[src/rtl/uart_rx_ctrl_if.sv]
// UART receive front-end bus: serial line and frame configuration in,
// voted bit stream, shift strobe and frame status out.
interface uart_rx_ctrl_if #(
  parameter int PRESCALE_W = 6
);
  logic                  rx_in;
  logic [PRESCALE_W-1:0] prescale;
  logic                  par_en;
  logic                  par_typ;
  logic                  sampled_data_bit;
  logic                  deser_en;
  logic                  data_valid;
  logic                  par_err;
  logic                  stp_err;

  // Line side / configuration source.
  modport master (
    output rx_in, prescale, par_en, par_typ,
    input  sampled_data_bit, deser_en, data_valid, par_err, stp_err
  );

  // Receiver controller.
  modport slave (
    input  rx_in, prescale, par_en, par_typ,
    output sampled_data_bit, deser_en, data_valid, par_err, stp_err
  );
endinterface

[src/rtl/uart_rx_ctrl.sv]
// UART receive controller: start-bit detection, 3-sample majority voting
// around mid-bit, deserializer strobing, parity and stop-bit checking.
module uart_rx_ctrl #(
  parameter int WIDTH      = 8,
  parameter int PRESCALE_W = 6
) (
  input  logic          clk,
  input  logic          rst_n,
  uart_rx_ctrl_if.slave bus
);

  localparam int BIT_W = (WIDTH > 1) ? $clog2(WIDTH) : 1;
  localparam logic [PRESCALE_W-1:0] ONE      = PRESCALE_W'(1);
  localparam logic [PRESCALE_W-1:0] TWO      = PRESCALE_W'(2);
  localparam logic [PRESCALE_W-1:0] MIN_P    = PRESCALE_W'(8);
  localparam logic [BIT_W-1:0]      LAST_BIT = BIT_W'(WIDTH - 1);

  typedef enum logic [2:0] {IDLE, START, DATA, PARITY, STOP} state_t;

  state_t                state;
  logic [PRESCALE_W-1:0] edge_cnt;
  logic [PRESCALE_W-1:0] p_q;
  logic [BIT_W-1:0]      bit_cnt;
  logic                  par_en_q;
  logic                  par_typ_q;
  logic                  par_acc;
  logic                  s0;
  logic                  s1;
  logic                  sampled_q;
  logic                  deser_en_q;
  logic                  data_valid_q;
  logic                  par_err_q;
  logic                  stp_err_q;

  // Effective bit period: LSB dropped, floor of 8 so the three sample
  // points and the decision point always fit inside one bit.
  logic [PRESCALE_W-1:0] p_even;
  logic [PRESCALE_W-1:0] p_eff;
  logic [PRESCALE_W-1:0] half;
  logic [PRESCALE_W-1:0] e_s0;
  logic [PRESCALE_W-1:0] e_s1;
  logic [PRESCALE_W-1:0] e_dec;
  logic [PRESCALE_W-1:0] e_val;
  logic [PRESCALE_W-1:0] e_last;
  logic                  at_dec;
  logic                  at_last;
  logic                  vote;

  assign p_even  = {bus.prescale[PRESCALE_W-1:1], 1'b0};
  assign p_eff   = (p_even < MIN_P) ? MIN_P : p_even;
  assign half    = {1'b0, p_q[PRESCALE_W-1:1]};
  assign e_s0    = half - ONE;
  assign e_s1    = half;
  // The third sample is taken straight from the line on this edge, so the
  // registered vote becomes visible at edge half+2.
  assign e_dec   = half + ONE;
  assign e_val   = half + TWO;
  assign e_last  = p_q - ONE;
  assign at_dec  = (edge_cnt == e_dec);
  assign at_last = (edge_cnt == e_last);
  assign vote    = (s0 & s1) | (s0 & bus.rx_in) | (s1 & bus.rx_in);

  assign bus.sampled_data_bit = sampled_q;
  assign bus.deser_en         = deser_en_q;
  assign bus.data_valid       = data_valid_q;
  assign bus.par_err          = par_err_q;
  assign bus.stp_err          = stp_err_q;

  // Frame FSM with edge/bit counters, sampling and registered outputs.
  always_ff @(posedge clk or negedge rst_n) begin
    if (!rst_n) begin
      state        <= IDLE;
      edge_cnt     <= '0;
      p_q          <= MIN_P;
      bit_cnt      <= '0;
      par_en_q     <= 1'b0;
      par_typ_q    <= 1'b0;
      par_acc      <= 1'b0;
      s0           <= 1'b0;
      s1           <= 1'b0;
      sampled_q    <= 1'b0;
      deser_en_q   <= 1'b0;
      data_valid_q <= 1'b0;
      par_err_q    <= 1'b0;
      stp_err_q    <= 1'b0;
    end else begin
      // NOTE: non-blocking assignments let every decision below see the
      // pre-edge values, and a later assignment in this block overrides the
      // defaults set here (pulse clears, counter increment).
      deser_en_q   <= 1'b0;
      data_valid_q <= 1'b0;

      if (state != IDLE) begin
        edge_cnt <= at_last ? '0 : edge_cnt + ONE;
        if (edge_cnt == e_s0) s0 <= bus.rx_in;
        if (edge_cnt == e_s1) s1 <= bus.rx_in;
      end

      unique case (state)
        IDLE: begin
          if (!bus.rx_in) begin
            // The detecting cycle is edge 0, so the first START cycle is edge 1.
            state     <= START;
            edge_cnt  <= ONE;
            p_q       <= p_eff;
            par_en_q  <= bus.par_en;
            par_typ_q <= bus.par_typ;
            bit_cnt   <= '0;
            par_acc   <= 1'b0;
            par_err_q <= 1'b0;
            stp_err_q <= 1'b0;
          end
        end

        START: begin
          if (at_dec) begin
            if (vote) begin
              state    <= IDLE;
              edge_cnt <= '0;
            end else begin
              sampled_q <= vote;
            end
          end else if (at_last) begin
            state <= DATA;
          end
        end

        DATA: begin
          if (at_dec) begin
            sampled_q  <= vote;
            deser_en_q <= 1'b1;
            par_acc    <= par_acc ^ vote;
          end
          if (at_last) begin
            if (bit_cnt == LAST_BIT) begin
              bit_cnt <= '0;
              state   <= par_en_q ? PARITY : STOP;
            end else begin
              bit_cnt <= bit_cnt + BIT_W'(1);
            end
          end
        end

        PARITY: begin
          if (at_dec) begin
            sampled_q <= vote;
            par_err_q <= vote != (par_acc ^ par_typ_q);
          end
          if (at_last) state <= STOP;
        end

        STOP: begin
          if (at_dec) begin
            sampled_q <= vote;
            stp_err_q <= ~vote;
          end
          // Leaving mid-stop-bit lets a start edge right after the stop bit
          // be caught without losing a cycle.
          if (edge_cnt == e_val) begin
            data_valid_q <= ~par_err_q & ~stp_err_q;
            state        <= IDLE;
            edge_cnt     <= '0;
          end
        end

        default: begin
          state    <= IDLE;
          edge_cnt <= '0;
        end
      endcase
    end
  end

endmodule

[src/flat_wrapper.sv]
// flat-port wrapper written by rule: the top's interface ports become plain ports
module uart_rx_ctrl_flat 
#(
  parameter int WIDTH      = 8,
  parameter int PRESCALE_W = 6
)
  (clk, rst_n, bus_rx_in, bus_prescale, bus_par_en, bus_par_typ, bus_sampled_data_bit, bus_deser_en, bus_data_valid, bus_par_err, bus_stp_err);
  uart_rx_ctrl_if #(.PRESCALE_W(PRESCALE_W)) bus_i ();
  input  logic clk;
  input  logic rst_n;
  input wire logic [$bits(bus_i.rx_in)-1:0] bus_rx_in;
  input wire logic [$bits(bus_i.prescale)-1:0] bus_prescale;
  input wire logic [$bits(bus_i.par_en)-1:0] bus_par_en;
  input wire logic [$bits(bus_i.par_typ)-1:0] bus_par_typ;
  output wire logic [$bits(bus_i.sampled_data_bit)-1:0] bus_sampled_data_bit;
  output wire logic [$bits(bus_i.deser_en)-1:0] bus_deser_en;
  output wire logic [$bits(bus_i.data_valid)-1:0] bus_data_valid;
  output wire logic [$bits(bus_i.par_err)-1:0] bus_par_err;
  output wire logic [$bits(bus_i.stp_err)-1:0] bus_stp_err;
  assign bus_i.rx_in = bus_rx_in;
  assign bus_i.prescale = bus_prescale;
  assign bus_i.par_en = bus_par_en;
  assign bus_i.par_typ = bus_par_typ;
  assign bus_sampled_data_bit = bus_i.sampled_data_bit;
  assign bus_deser_en = bus_i.deser_en;
  assign bus_data_valid = bus_i.data_valid;
  assign bus_par_err = bus_i.par_err;
  assign bus_stp_err = bus_i.stp_err;
  uart_rx_ctrl #(.WIDTH(WIDTH), .PRESCALE_W(PRESCALE_W)) u_core (.clk(clk), .rst_n(rst_n), .bus(bus_i));
endmodule
[config.mk]
export PLATFORM = sky130hd
export DESIGN_NAME = uart_rx_ctrl_flat
export DESIGN_NICKNAME = d
export VERILOG_FILES = /design/src/rtl/uart_rx_ctrl_if.sv /design/src/rtl/uart_rx_ctrl.sv /design/src/flat_wrapper.sv
export SDC_FILE = /design/constraint.sdc
export NUM_CORES = 1
export LEC_CHECK = 0
export CAP_MARGIN = 20
export CELL_PAD_IN_SITES_DETAIL_PLACEMENT = 1
export CELL_PAD_IN_SITES_GLOBAL_PLACEMENT = 2
export CORE_ASPECT_RATIO = 0.5
export CORE_MARGIN = 2
export CORE_UTILIZATION = 35
export DETAILED_ROUTE_END_ITERATION = 12
export PLACE_DENSITY_LB_ADDON = 0.1
export SLEW_MARGIN = 20
export SYNTH_ARGS = -nofsm -noshare
export SYNTH_HDL_FRONTEND = slang
export SYNTH_SLANG_ARGS = --single-unit
[constraint.sdc]
create_clock -name clk -period 6.5 [get_ports clk]
set_clock_uncertainty 0.2 [all_clocks]
set_input_delay 1.3 -clock clk [delete_from_list [all_inputs] [get_ports clk]]
set_output_delay 1.3 -clock clk [all_outputs]
set_load 0.03 [all_outputs]
# Word-level counts from Yosys, hierarchy flattened

Cells that the tools add are included.

Add/sub/neg operators: 6
$mul: 0
Div/mod/pow operators: 0
Order comparisons: 1
Eq/ne operators: 24
Shift operators: 0
Mux-type cells: 37
Bitwise gates (word level): 12
Reductions and logical operators: 17

Operators by type and width:

| cell                | number |
|---|---|
| $mux 6              | 7 |
| $mux 3              | 12 |
| $eq 6x6->1          | 4 |
| $pmux 6 s4          | 1 |
| $ne 2x1->1 const B  | 9 |
| $pmux 3 s5          | 1 |
| $reduce_and 3->1    | 4 |
| $mux 1              | 11 |
| $pmux 1 s2          | 4 |
| $reduce_bool 2->1   | 4 |
| $reduce_and 7->1    | 1 |
| $add 5x1->6 const B | 1 |
| $add 5x2->6 const B | 1 |
| $add 6x1->6 const B | 1 |
| $eq 3x2->1 const B  | 2 |
| $eq 3x3->1 const B  | 2 |
| $eq 6x5->1          | 1 |
| $lt 6x4->1 const B  | 1 |
| $pmux 3 s2          | 1 |
| $reduce_and 2->1    | 3 |
| $sub 5x1->6 const B | 1 |
| $sub 6x1->6 const B | 1 |
| $and 1x1->1         | 4 |
| $ne 2x2->1 const B  | 2 |
| other kinds (13)    | 18 |

Register bits after elaboration: 28
Latch bits: 0
Bits in writable memories: 0
ROM bits: 0
Input port bits: 11
Memories kept: 0

# Longest topological paths before layout

Gate-level depths: netlist of the first run.

Depth after elaboration: 7
Mapped depth: 10

# Worst setup path after synthesis of the first run

Ideal clock, no wire load.

Kind: input to register
Start point: input bus_rx_in
End point: register u_core.state[0]
Library setup time: 0.125 ns
Arrival time: 2.698 ns
Data required time: 6.175 ns
Slack: 3.477 ns
Stages on the path: 6
Path buffers: 1
Cells stage by stage: clkbuf_1 a21o_1 o21ai_1 mux2_2 a221o_1 mux2_4

Cells in the longest elaborated chain, start to end: 5

Ends and longest elaborated chain:

| what                           | RTL line            | text |
|---|---|---|
| from (decl)                    | flat_wrapper.sv:11  | `input wire logic [$bits(bus_i.rx_in)-1:0] bus_rx_in;` |
| $and 1x1->1                    | uart_rx_ctrl.sv:61  | `assign vote = (s0 & s1) \| (s0 & bus.rx_in) \| (s1 & bus.rx_in);` |
| $or 1x1->1 (2 in a row)        | uart_rx_ctrl.sv:61  |  |
| $ne 3x3->1 (no line)           | -                   |  |
| $reduce_and 7->1 (no line) (*) | -                   |  |
| to (signal assigned)           | uart_rx_ctrl.sv:137 | `state <= par_en_q ? PARITY : STOP;` |
| to (decl)                      | uart_rx_ctrl.sv:20  | `state_t state;` |

Mark *: on every way between the ends. The rest lies on a longest branch, timed or not.
A chain may end at the register's enable or synchronous reset.

# Worst setup path after layout of the first run

Same ends and word-level chain as after synthesis.

==> qor.csv, run 1 <==
stage,metric,value,unit
run_status,status,"complete, no violations",
critical_path,Worst setup SP type,primary input,
logic_synthesis,Synth area leader,dfrtp_1,
grt,vias in the first global route,1683,
cts,clk sinks,27,
sta,crit path time final,3.340,ns
sta,Fin. Hold Viols,0,
cts,TritonCTS clock tree,built,
logic_synthesis,area of the mapped netlist,2006,um^2
place,Placed Cells,296,
place,placer congestion estimate,0.7876,
floorplan,Die ar.,6389,um^2
route,drt pass-1 iters,4,
logic_synthesis,top-count cell post-synth,nand2_1,
critical_path,Worst path slowest cell,clkdlybuf4s50_1,
critical_path,max incr delay on CP,0.66,ns
cts,H-tree Lvls,1,
sta,final setup vio count,0,
floorplan,Initial Util,36.37,%
critical_path,Worst setup EP type,register,
sta,final-report max-slew violation count,0,
logic_synthesis,ys async rst share,100.0,%
route,Final ANT Viol Nets,0,
critical_path,Worst Path Arrival,3.29,ns
logic_synthesis,synth warn,0,
grt,"Remaining Overflow, GRT",0,
logic_synthesis,ranking of synthesized cells by area,"dfrtp_1 (32%), xnor2_1 (5.7%), nand2_1 (5.6%)",
layout,final net count,247,
logic_synthesis,most instantiated cells after synthesis,"nand2_1 (30), dfrtp_1 (26), o21ai_0 (15)",
logic_synthesis,Syn Nets,243,
cts,CTS Buffer Depth,2,
critical_path,Crit Path Class,in -> reg,
layout,Multi-input gate area,1225,um^2
route,WL/cell,16.21,um
logic_synthesis,main flop type after synthesis,dfrtp_1,
cts,Setup Buffers After CTS,0,
cts,CTS Buf Count,3,
logic_synthesis,"FF+latch count, synth",27,
layout,Ant. Diodes,0,
logic_synthesis,sequential cell area fraction in the yosys report,33.75,%
critical_path,Critical Path RT,6.45,ns
floorplan,Cell Rows,19,
logic_synthesis,Synth Area in Compound Gates,20.09,%
floorplan,Die Ht,57.53,um
floorplan,Die W,111.1,um
layout,Seq. cell area,676.9,um^2
place,dpl hpwl,3686,um
layout,share of cells above drive strength 1,7.489,%
sta,unrepaired setup endpoints after global routing,no,
sta,max_slew headroom,58.55,%
cts,"Clk pin slew, worst setup/hold paths",0.07,ns
grt,largest net degree at the start of global routing,28,
route,residual DRC count,0,
layout,area grow syn2layout,11.42,%
place,I/O Buffers,14,
power,Worst VDD drop,174.4,uV
grt,first-pass GRT wire length,8397,um
logic_synthesis,"EDFF count, synth",0,
sta,sum of negative setup slack,0,ns
sta,Worst-Margin Slew,0.6194,ns
layout,final cell count without fillers,300,
floorplan,io pins,16,
logic_synthesis,Post-Synth Simple-Gate Area,19.46,%
logic_synthesis,count of different cell masters after synthesis,55,
logic_synthesis,Syn Inst Count,224,
floorplan,core area,5515,um^2
sta,post-route clock period utilization,51.38,%
logic_synthesis,post-synthesis mux area share,4.055,%
route,WL final,4863,um
power,PwrDens,475.3,nW/um^2
layout,Fillers,639,
cts,number of gates resized after CTS,0,
job,max_cap viols,0,
sta,fmax,0.2994,GHz
grt,GRT Resource Usage Total,16.45,%
grt,initial antenna violation count,0,
power,P_leak,0.9094,nW
logic_synthesis,Yosys top cell area share,32.44,%
route,vias post-DR,1621,
logic_synthesis,Post-Synth Adder-Cell Area,4.991,%
critical_path,crit-path cells,clkdlybuf4s50_1 -> a21o_1 -> o21ai_1 -> mux2_2 -> a221o_1 -> mux2_4,
logic_synthesis,xor/xnor share of the synthesized area,12.48,%
logic_synthesis,Syn Area/Cell,8.954,um^2
route,DR iter-0 viols,80,
cts,Hold Buf Count CTS,0,
min_path,Hold Crit Class,reg -> reg,
cts,Skew-Pair Late Insertion Delay,0.26,ns
layout,final core utilization,40.52,%
logic_synthesis,largest family of logic cells by synthesized area,compound AO/OA/AOI/OAI gates,
route,vias per cell,5.403,
cts,CTS root buffer,clkbuf_16,
critical_path,Max Fanout on Critical Path,10,
## placed cells by master, fill, tap and decap left out, types with 3 or more instances in the layout
cell and n:
a21oi_1 9, a31oi_1 3, clkbuf_16 3, clkdlybuf4s50_1 14, dfrtp_1 26, ha_1 8, inv_1 4, mux2_2 5
nand2_1 30, nand2b_1 5, nand3_1 6, nor2_1 13, nor2b_1 4, nor4_1 3, o21ai_0 15, o31ai_1 3
or3_1 3, xnor2_1 13, xor2_1 11
## where the power goes
group          switching (mW)  internal, mW
Sequential              0.110         0.220
Clock                  0.0555        0.0839
Combinational           0.316         0.276
Total                   0.482         0.580
## layout make-up
type,count,area share (%)
Clock buffer,4,3.527
Timing Repair Buffer,15,6.607
Multi-Input combinational cell,177,54.82
Inverter,4,0.6719
Sequential cell,27,30.29
Tap cell,73,4.087
## routing by layer
metal	GRT usage, %	vias to the layer above	routed length [um]
met5	0	-	0
met4	1.235	0	19
met3	2.869	2	77
met2	27.52	8	2147
met1	23.67	815	2619
li1	-	796	-
## metrics by stage
stage	worst slack (ns)	total power, mW	cell area (um^2)	hold WS [ns]
6_report	3.160	1.062	2235	0.2596
5_1_grt	3.016	1.170	2235	0.2789
4_1_cts	3.155	1.080	2235	0.2651
3_5_place_dp	2.875	0.9333	2156	0.2553
3_3_place_gp	2.914	0.9172	2156	0.2568
2_1_floorplan	3.477	0.8054	2006	0.2668
## cell families after synthesis
logic type | count (synthesis)
buffers and inverters | 20
xor gates and xnor gates | 26
muxes | 7
DFF | 27
AOI/OAI and AO/OA | 57
adders and majority gates | 8
and+or+nand+nor | 79
## critical path: cells and delay by family
kind                   cells  cell delay (ns)
AO/OA/AOI/OAI              3             0.70
buffers and inverters      1             0.66
multiplexers               2             0.63
## worst paths after layout
check | startpoint | to | slack, ns | depth (start not counted)
setup / recovery | bus_rx_in | u_core.state[0]$_DFFE_PN0P_ | 3.16 | 6
hold / removal | u_core.bus.par_err$_DFFE_PN0P_ | u_core.bus.data_valid$_DFF_PN0_ | 0.26 | 1
setup reg to reg | u_core.p_q[1]$_DFFE_PN0P_ | u_core.state[0]$_DFFE_PN0P_ | 3.22 | 8
hold reg to reg | u_core.bus.par_err$_DFFE_PN0P_ | u_core.bus.data_valid$_DFF_PN0_ | 0.26 | 1
max in group asynchronous | rst_n | u_core.p_q[3]$_DFFE_PN1P_ | 4.57 | 2
min in group asynchronous | rst_n | u_core.bit_cnt[2]$_DFFE_PN0P_ | 1.22 | 2
## flip-flops by register name (all words and copies together), names as in the netlist
signal                       count
u_core.bus.par_err               1
u_core.p_q                       5
u_core.edge_cnt                  6
u_core.par_en_q                  1
u_core.s1                        1
u_core.bus.sampled_data_bit      1
u_core.bit_cnt                   3
u_core.bus.deser_en              1
u_core.par_typ_q                 1
u_core.s0                        1
u_core.state                     3
u_core.bus.stp_err               1
u_core.par_acc                   1
u_core.bus.data_valid            1
Note: power is estimated with default switching activity, not from simulation.
==> run 2: changes to the inputs <==
--- a/config.mk
+++ b/config.mk
@@ -10,7 +10,7 @@
 export CELL_PAD_IN_SITES_GLOBAL_PLACEMENT = 2
 export CORE_ASPECT_RATIO = 0.5
 export CORE_MARGIN = 2
-export CORE_UTILIZATION = 35
+export CORE_UTILIZATION = 33
 export DETAILED_ROUTE_END_ITERATION = 12
 export PLACE_DENSITY_LB_ADDON = 0.1
 export SLEW_MARGIN = 20
==> constraint.sdc (replaced) <==
create_clock -name clk -period 2.9 [get_ports clk]
set_clock_uncertainty 0.2 [all_clocks]
set_input_delay 0.58 -clock clk [delete_from_list [all_inputs] [get_ports clk]]
set_output_delay 0.58 -clock clk [all_outputs]
set_load 0.03 [all_outputs]
==> run 2 against run 1 <==
Compared with the run above: count of clock-buffer cells in the layout unchanged; worst hold slack got worse by 0.0081 ns; cell area increased by 6.8%; clock power increased by 130%; global-route usage decreased by 0.40 points; sequential share of layout area decreased by 1.9 points; wire length increased by 3.8%; utilization decreased by 0.62 points; flip-flop and latch count unchanged; sequential power increased by 110%; non-clock buffer count increased by 15; worst setup slack got worse by 3.0 ns; critical path type is now reg -> reg; critical endpoint unchanged.
==> qor.csv, run 2 (same netlist as run 1, synthesis figures left out) <==
stage,metric,value,unit,change
run_status,status,"complete, no violations",,
layout,share of cells above drive strength 1,15.70,%,+8.2 points
sta,Fin. Hold Viols,0,,unchanged
place,dpl hpwl,3935,um,+6.8%
cts,CTS Buf Count,3,,unchanged
grt,first-pass GRT wire length,8307,um,-1.1%
critical_path,Worst path slowest cell,dfstp_2,,
layout,"most common cell after layout, fill and taps aside",nand2_1,,
place,Placed Cells,315,,+6.4%
critical_path,Crit Path Class,reg -> reg,,
sta,Hold Slack,0.2516,ns,-0.008072 ns
floorplan,Die W,114.3,um,+2.9%
critical_path,cell with the most instances on the worst path,mux2_2,,
power,switch share,44.86,%,-0.50 points
floorplan,Cell Rows,20,,+1
floorplan,core area,5981,um^2,+8.4%
route,Final ANT Viol Nets,0,,unchanged
critical_path,Critical Path RT,2.85,ns,-3.60 ns
critical_path,crit-path cells,ha_2 -> and3_1 -> mux2_2 -> o2111ai_2 -> mux2_2 -> a221o_1 -> mux2_4,,
power,Worst VDD drop,282.4,uV,+62%
sta,sum of negative setup slack,0,ns,unchanged
critical_path,Worst setup SP type,register,,
grt,vias in the first global route,1635,,-2.9%
sta,final-report max-slew violation count,0,,unchanged
layout,Ant. Diodes,0,,unchanged
layout,top flop regs,"u_core.edge_cnt x6, u_core.p_q x5",,
cts,"Clk pin slew, worst setup/hold paths",0.07,ns,about the same
route,WL/cell,15.82,um,-2.4%
route,residual DRC count,0,,unchanged
layout,most frequent cells in the layout,"nand2_1 (30), dfrtp_1 (26), buf_4 (16), o21ai_0 (15), clkdlybuf4s50_1 (14)",,
layout,area grow syn2layout,18.96,%,
cts,Hold Buf Count CTS,0,,unchanged
sta,unrepaired setup endpoints after global routing,no,,
floorplan,Die Ht,59.13,um,+2.8%
grt,largest net degree at the start of global routing,28,,unchanged
sta,fmax,0.3614,GHz,
power,PwrDens,1082,nW/um^2,+130%
place,I/O Buffers,14,,unchanged
grt,initial antenna violation count,0,,unchanged
min_path,Hold Crit Class,reg -> reg,,
layout,largest reg by FF count,u_core.edge_cnt,,
sta,final setup vio count,0,,unchanged
critical_path,Max Fanout on Critical Path,5,,-5
critical_path,R2R Setup Slk,0.13,ns,-3.09 ns
cts,Skew-Pair Late Insertion Delay,0.26,ns,about the same
critical_path,Worst setup EP type,register,,
route,DR iter-0 viols,66,,-18%
sta,crit path time final,2.767,ns,
power,power share of the sequential group,26.4,%,-4.7 points
power,internal power,1.423,mW,+150%
critical_path,Worst Path Arrival,2.72,ns,-0.57 ns
grt,GRT Resource Usage Total,16.05,%,-0.40 points
cts,CTS Buffer Depth,2,,unchanged
power,Net Switching,1.158,mW,+140%
sta,Worst-Margin Slew,0.5882,ns,-0.03120 ns
cts,H-tree Lvls,1,,unchanged
route,vias post-DR,1663,,+2.6%
power,P_leak,0.9825,nW,+8.0%
power,Clock power frac,12.2,%,-0.9 points
power,Pwr Total,2.581,mW,+140%
layout,final cell count without fillers,319,,+6.3%
route,vias per cell,5.213,,-3.5%
floorplan,Die ar.,6755,um^2,+5.7%
layout,final net count,262,,+6.1%
power,combinational share of power,61.3,%,+5.5 points
cts,TritonCTS clock tree,built,,
sta,post-route clock period utilization,95.41,%,
critical_path,max incr delay on CP,0.54,ns,-0.12 ns
cts,Setup Buffers After CTS,0,,unchanged
floorplan,io pins,16,,unchanged
grt,"Remaining Overflow, GRT",0,,unchanged
job,max_cap viols,0,,unchanged
floorplan,Initial Util,33.54,%,-2.8 points
route,WL final,5047,um,+3.8%
place,placer congestion estimate,0.8072,,+2.5%
cts,clk sinks,27,,unchanged
sta,max_slew headroom,60.48,%,+1.9 points
layout,max reg flops,6,,unchanged
route,drt pass-1 iters,4,,unchanged
cts,CTS root buffer,clkbuf_16,,
## run 2: cell count changes in the layout (fill, tap and decap cells not counted), sizes merged
cell,delta
buf,+15
## run 2: layer usage
| metal | share of wire [%] | wire, um | GRT usage, % |
|---|---|---|---|
| met1 | 53 | 2661 | 22.78 |
| met2 | 45 | 2279 | 26.70 |
| met3 | 1.9 | 97 | 2.761 |
| met4 | 0.18 | 9 | 2.091 |
| met5 | 0 | 0 | 0 |
## run 2: final cells by class
type | instances | area [um^2]
fill | 692 | 3595
multi-input combinational | 177 | 1259
sequential | 27 | 676.9
timing repair buffer | 30 | 260.3
tap | 77 | 96.34
clock buffer | 4 | 78.83
inverter | 4 | 15.01
## run 2: through the flow
step	utilization (%)	area, um^2	setup WS (ns)
floorplan	-	2006	0.1213
global placement	38.01	2273	0.09198
detailed placement	38.01	2273	0.03081
CTS	39.33	2352	0.02216
global route	39.90	2386	0.02704
finish	39.90	2386	0.1330
## run 2: power groups by stage
stage / sequential (mW) / combinational (mW) / clock, mW
after global placement: 0.683 / 1.51 / 0
after detailed placement: 0.689 / 1.54 / 0
after global routing: 0.712 / 1.77 / 0.349
after CTS: 0.682 / 1.55 / 0.332
after floorplan: 0.585 / 1.22 / 0
final: 0.682 / 1.58 / 0.316
## run 2: worst max-delay path: cells and delay by family, from the launching register on
kind	cells	cell delay [ns]
compound gates	2	0.44
fa+ha+maj	1	0.23
flops	1	0.54
mux	3	1.04
simple gates	1	0.20
## run 2: what timing repair did
item / CTS / global route
resized for setup: 0 / 6
hold endpoints to repair: 0 / 0
setup endpoints to repair: 0 / 3
## run 2: path summary, 6_finish.rpt
| path | end | cells after the start | startpoint |
|---|---|---|---|
| hold / removal | u_core.bus.data_valid$_DFF_PN0_ | 1 | u_core.bus.par_err$_DFFE_PN0P_ |
| hold reg to reg | u_core.bus.data_valid$_DFF_PN0_ | 1 | u_core.bus.par_err$_DFFE_PN0P_ |
| setup reg to reg | u_core.state[0]$_DFFE_PN0P_ | 7 | u_core.p_q[3]$_DFFE_PN1P_ |
| setup / recovery | u_core.state[0]$_DFFE_PN0P_ | 7 | u_core.p_q[3]$_DFFE_PN1P_ |
| min in group asynchronous | u_core.bit_cnt[1]$_DFFE_PN0P_ | 2 | rst_n |
| max in group asynchronous | u_core.p_q[3]$_DFFE_PN1P_ | 2 | rst_n |
==> run 3: changes to the inputs <==
--- a/config.mk
+++ b/config.mk
@@ -10,7 +10,7 @@
 export CELL_PAD_IN_SITES_GLOBAL_PLACEMENT = 2
 export CORE_ASPECT_RATIO = 0.5
 export CORE_MARGIN = 2
-export CORE_UTILIZATION = 33
+export CORE_UTILIZATION = 35
 export DETAILED_ROUTE_END_ITERATION = 12
 export PLACE_DENSITY_LB_ADDON = 0.1
 export SLEW_MARGIN = 20
==> constraint.sdc (replaced) <==
create_clock -name clk -period 3.1 [get_ports clk]
set_clock_uncertainty 0.2 [all_clocks]
set_input_delay 0.62 -clock clk [delete_from_list [all_inputs] [get_ports clk]]
set_output_delay 0.62 -clock clk [all_outputs]
set_load 0.03 [all_outputs]
==> run 3 against run 2 <==
Compared with the run above: sequential power fell by 6.7%; first-iteration DRC count rose by 9.1%; utilization rose by 2.0 points; clock power fell by 5%; worst hold slack improved by 0.011 ns; combinational power fell by 12%; sequential share of layout area rose by 0.92 points; via count fell by 0.42%; wire length rose by 3.1%; register-to-register slack improved by 0.09 ns; largest cell class unchanged.
==> qor.csv, run 3 (same netlist as run 1, synthesis figures left out) <==
stage,metric,value,unit,change
grt,GRT Resource Usage Total,17.46,%,+1.4 points
cts,"Clk pin slew, worst setup/hold paths",0.07,ns,about the same
floorplan,Cell Rows,19,,-5.0%
cts,Setup Buffers After CTS,0,,unchanged
grt,largest net degree at the start of global routing,28,,unchanged
power,Pwr Total,2.332,mW,-9.7%
sta,fmax,0.3480,GHz,-3.7%
place,I/O Buffers,14,,unchanged
critical_path,Worst setup SP type,register,,
critical_path,Critical Path RT,3.05,ns,+0.20 ns
layout,final net count,257,,-1.9%
sta,post-route clock period utilization,92.70,%,-2.7 points
sta,unrepaired setup endpoints after global routing,no,,
sta,Worst-Margin Slew,0.6529,ns,+0.06467 ns
route,WL final,5204,um,+3.1%
place,Setup WS pre-CTS,0.2360,ns,+0.2052 ns
place,Placement Cell Area,2231,um^2,-1.9%
sta,final setup vio count,0,,unchanged
sta,sum of negative setup slack,0,ns,unchanged
sta,max_slew headroom,56.14,%,-4.3 points
cts,TritonCTS clock tree,built,,
place,dpl hpwl,4002,um,+1.7%
floorplan,Die W,111.1,um,-2.8%
critical_path,Worst Path Arrival,2.83,ns,+0.11 ns
job,max_cap viols,0,,unchanged
power,PwrDens,1009,nW/um^2,-6.7%
run_status,status,"complete, no violations",,
layout,most frequent cells in the layout,"nand2_1 (30), dfrtp_1 (26), o21ai_0 (15), clkdlybuf4s50_1 (14)",,
layout,finished layout cell area,2311,um^2,-3.1%
layout,Seq. cell area,676.9,um^2,unchanged
layout,top flop regs,"u_core.edge_cnt x6, u_core.p_q x5",,
sta,crit path time final,2.874,ns,+0.1067 ns
route,DR iter-0 viols,72,,+9.1%
cts,Hold Buf Count CTS,0,,unchanged
sta,PnR worst setup slack,0.2264,ns,+0.09332 ns
sta,Fin. Hold Viols,0,,unchanged
critical_path,Max Fanout on Critical Path,5,,unchanged
floorplan,io pins,16,,unchanged
route,vias post-DR,1656,,-0.42%
power,P_leak,0.9595,nW,-2.3%
place,Placed Cells,306,,-2.9%
grt,first-pass GRT wire length,8666,um,+4.3%
critical_path,Worst setup EP type,register,,
grt,initial antenna violation count,0,,unchanged
cts,clk sinks,27,,unchanged
sta,final-report max-slew violation count,0,,unchanged
min_path,Hold Crit Class,reg -> reg,,
route,residual DRC count,0,,unchanged
layout,Multi-input gate area,1225,um^2,-2.7%
layout,final cell count without fillers,310,,-2.8%
cts,CTS root buffer,clkbuf_16,,
layout,"most common cell after layout, fill and taps aside",nand2_1,,
layout,Ant. Diodes,0,,unchanged
grt,vias in the first global route,1711,,+4.6%
floorplan,Die ar.,6389,um^2,-5.4%
cts,Skew-Pair Late Insertion Delay,0.26,ns,about the same
layout,largest reg by FF count,u_core.edge_cnt,,
route,drt pass-1 iters,5,,+1
power,Worst VDD drop,361.7,uV,+28%
floorplan,Initial Util,36.37,%,+2.8 points
grt,"Remaining Overflow, GRT",0,,unchanged
floorplan,Die Ht,57.53,um,-2.7%
layout,share of cells above drive strength 1,11.81,%,-3.9 points
route,WL/cell,16.79,um,+6.1%
route,Final ANT Viol Nets,0,,unchanged
layout,Fillers,654,,-5.5%
layout,max reg flops,6,,unchanged
route,vias per cell,5.342,,+2.5%
critical_path,Crit Path Class,reg -> reg,,
cts,number of gates resized after CTS,0,,unchanged
cts,CTS Buffer Depth,2,,unchanged
cts,H-tree Lvls,1,,unchanged
layout,area grow syn2layout,15.22,%,
floorplan,core area,5515,um^2,-7.8%
place,placer congestion estimate,0.7683,,-4.8%
cts,CTS Buf Count,3,,unchanged
[run 3: cell count changes in the layout (fill, tap and decap cells not counted), sizes merged]
cell / change
buf: -5
clkbuf: -1
clkinv: +1
[run 3: critical path: stages (launching register included)]
cell and delay, ns:
dfrtp_1 0.38, buf_4 0.15, ha_1 0.28, o21ba_2 0.22
a221oi_1 0.35, o2111ai_1 0.25, a22o_1 0.33, a221o_1 0.30
mux2_4 0.30
[run 3: stage by stage]
| step | util [%] | hold slack, ns |
|---|---|---|
| floorplan | - | 0.1244 |
| global placement | 40.45 | 0.2506 |
| detailed placement | 40.45 | 0.2501 |
| CTS | 41.90 | 0.2602 |
| global route | 41.90 | 0.2781 |
| finish | 41.90 | 0.2627 |
[run 3: layout make-up]
type	instances	share of cell area, %
Timing Repair Buffer	25	9.637
Clock buffer	3	3.249
Clock inverter	1	0.2166
Multi-Input combinational cell	177	53.00
Sequential cell	27	29.29
Inverter	4	0.6497
Tap cell	73	3.952
[run 3: final timing paths]
kind	from	to	slack, ns	cells after the start
max	u_core.p_q[2]$_DFFE_PN0P_	u_core.state[0]$_DFFE_PN0P_	0.23	8
min	u_core.bus.par_err$_DFFE_PN0P_	u_core.bus.data_valid$_DFF_PN0_	0.26	1
max reg2reg	u_core.p_q[2]$_DFFE_PN0P_	u_core.state[0]$_DFFE_PN0P_	0.23	8
min reg2reg	u_core.bus.par_err$_DFFE_PN0P_	u_core.bus.data_valid$_DFF_PN0_	0.26	1
max in group asynchronous	rst_n	u_core.p_q[3]$_DFFE_PN1P_	1.85	2
min in group asynchronous	rst_n	u_core.bit_cnt[2]$_DFFE_PN0P_	0.54	2
[run 3: per-layer routing]
layer / GRT usage [%] / wire (um) / part of all wire [%] / vias up
met5: 0 / 0 / 0 / -
met3: 2.869 / 97 / 1.9 / 4
met2: 29.10 / 2344 / 45 / 13
met1: 24.85 / 2727 / 52 / 815
met4: 2.646 / 35 / 0.67 / 0
li1: - / - / - / 824
[run 3: power by group]
| part | internal (mW) | switching [mW] |
|---|---|---|
| Sequential | 0.461 | 0.176 |
| Combinational | 0.639 | 0.756 |
| Clock | 0.174 | 0.127 |
| Total | 1.27 | 1.06 |
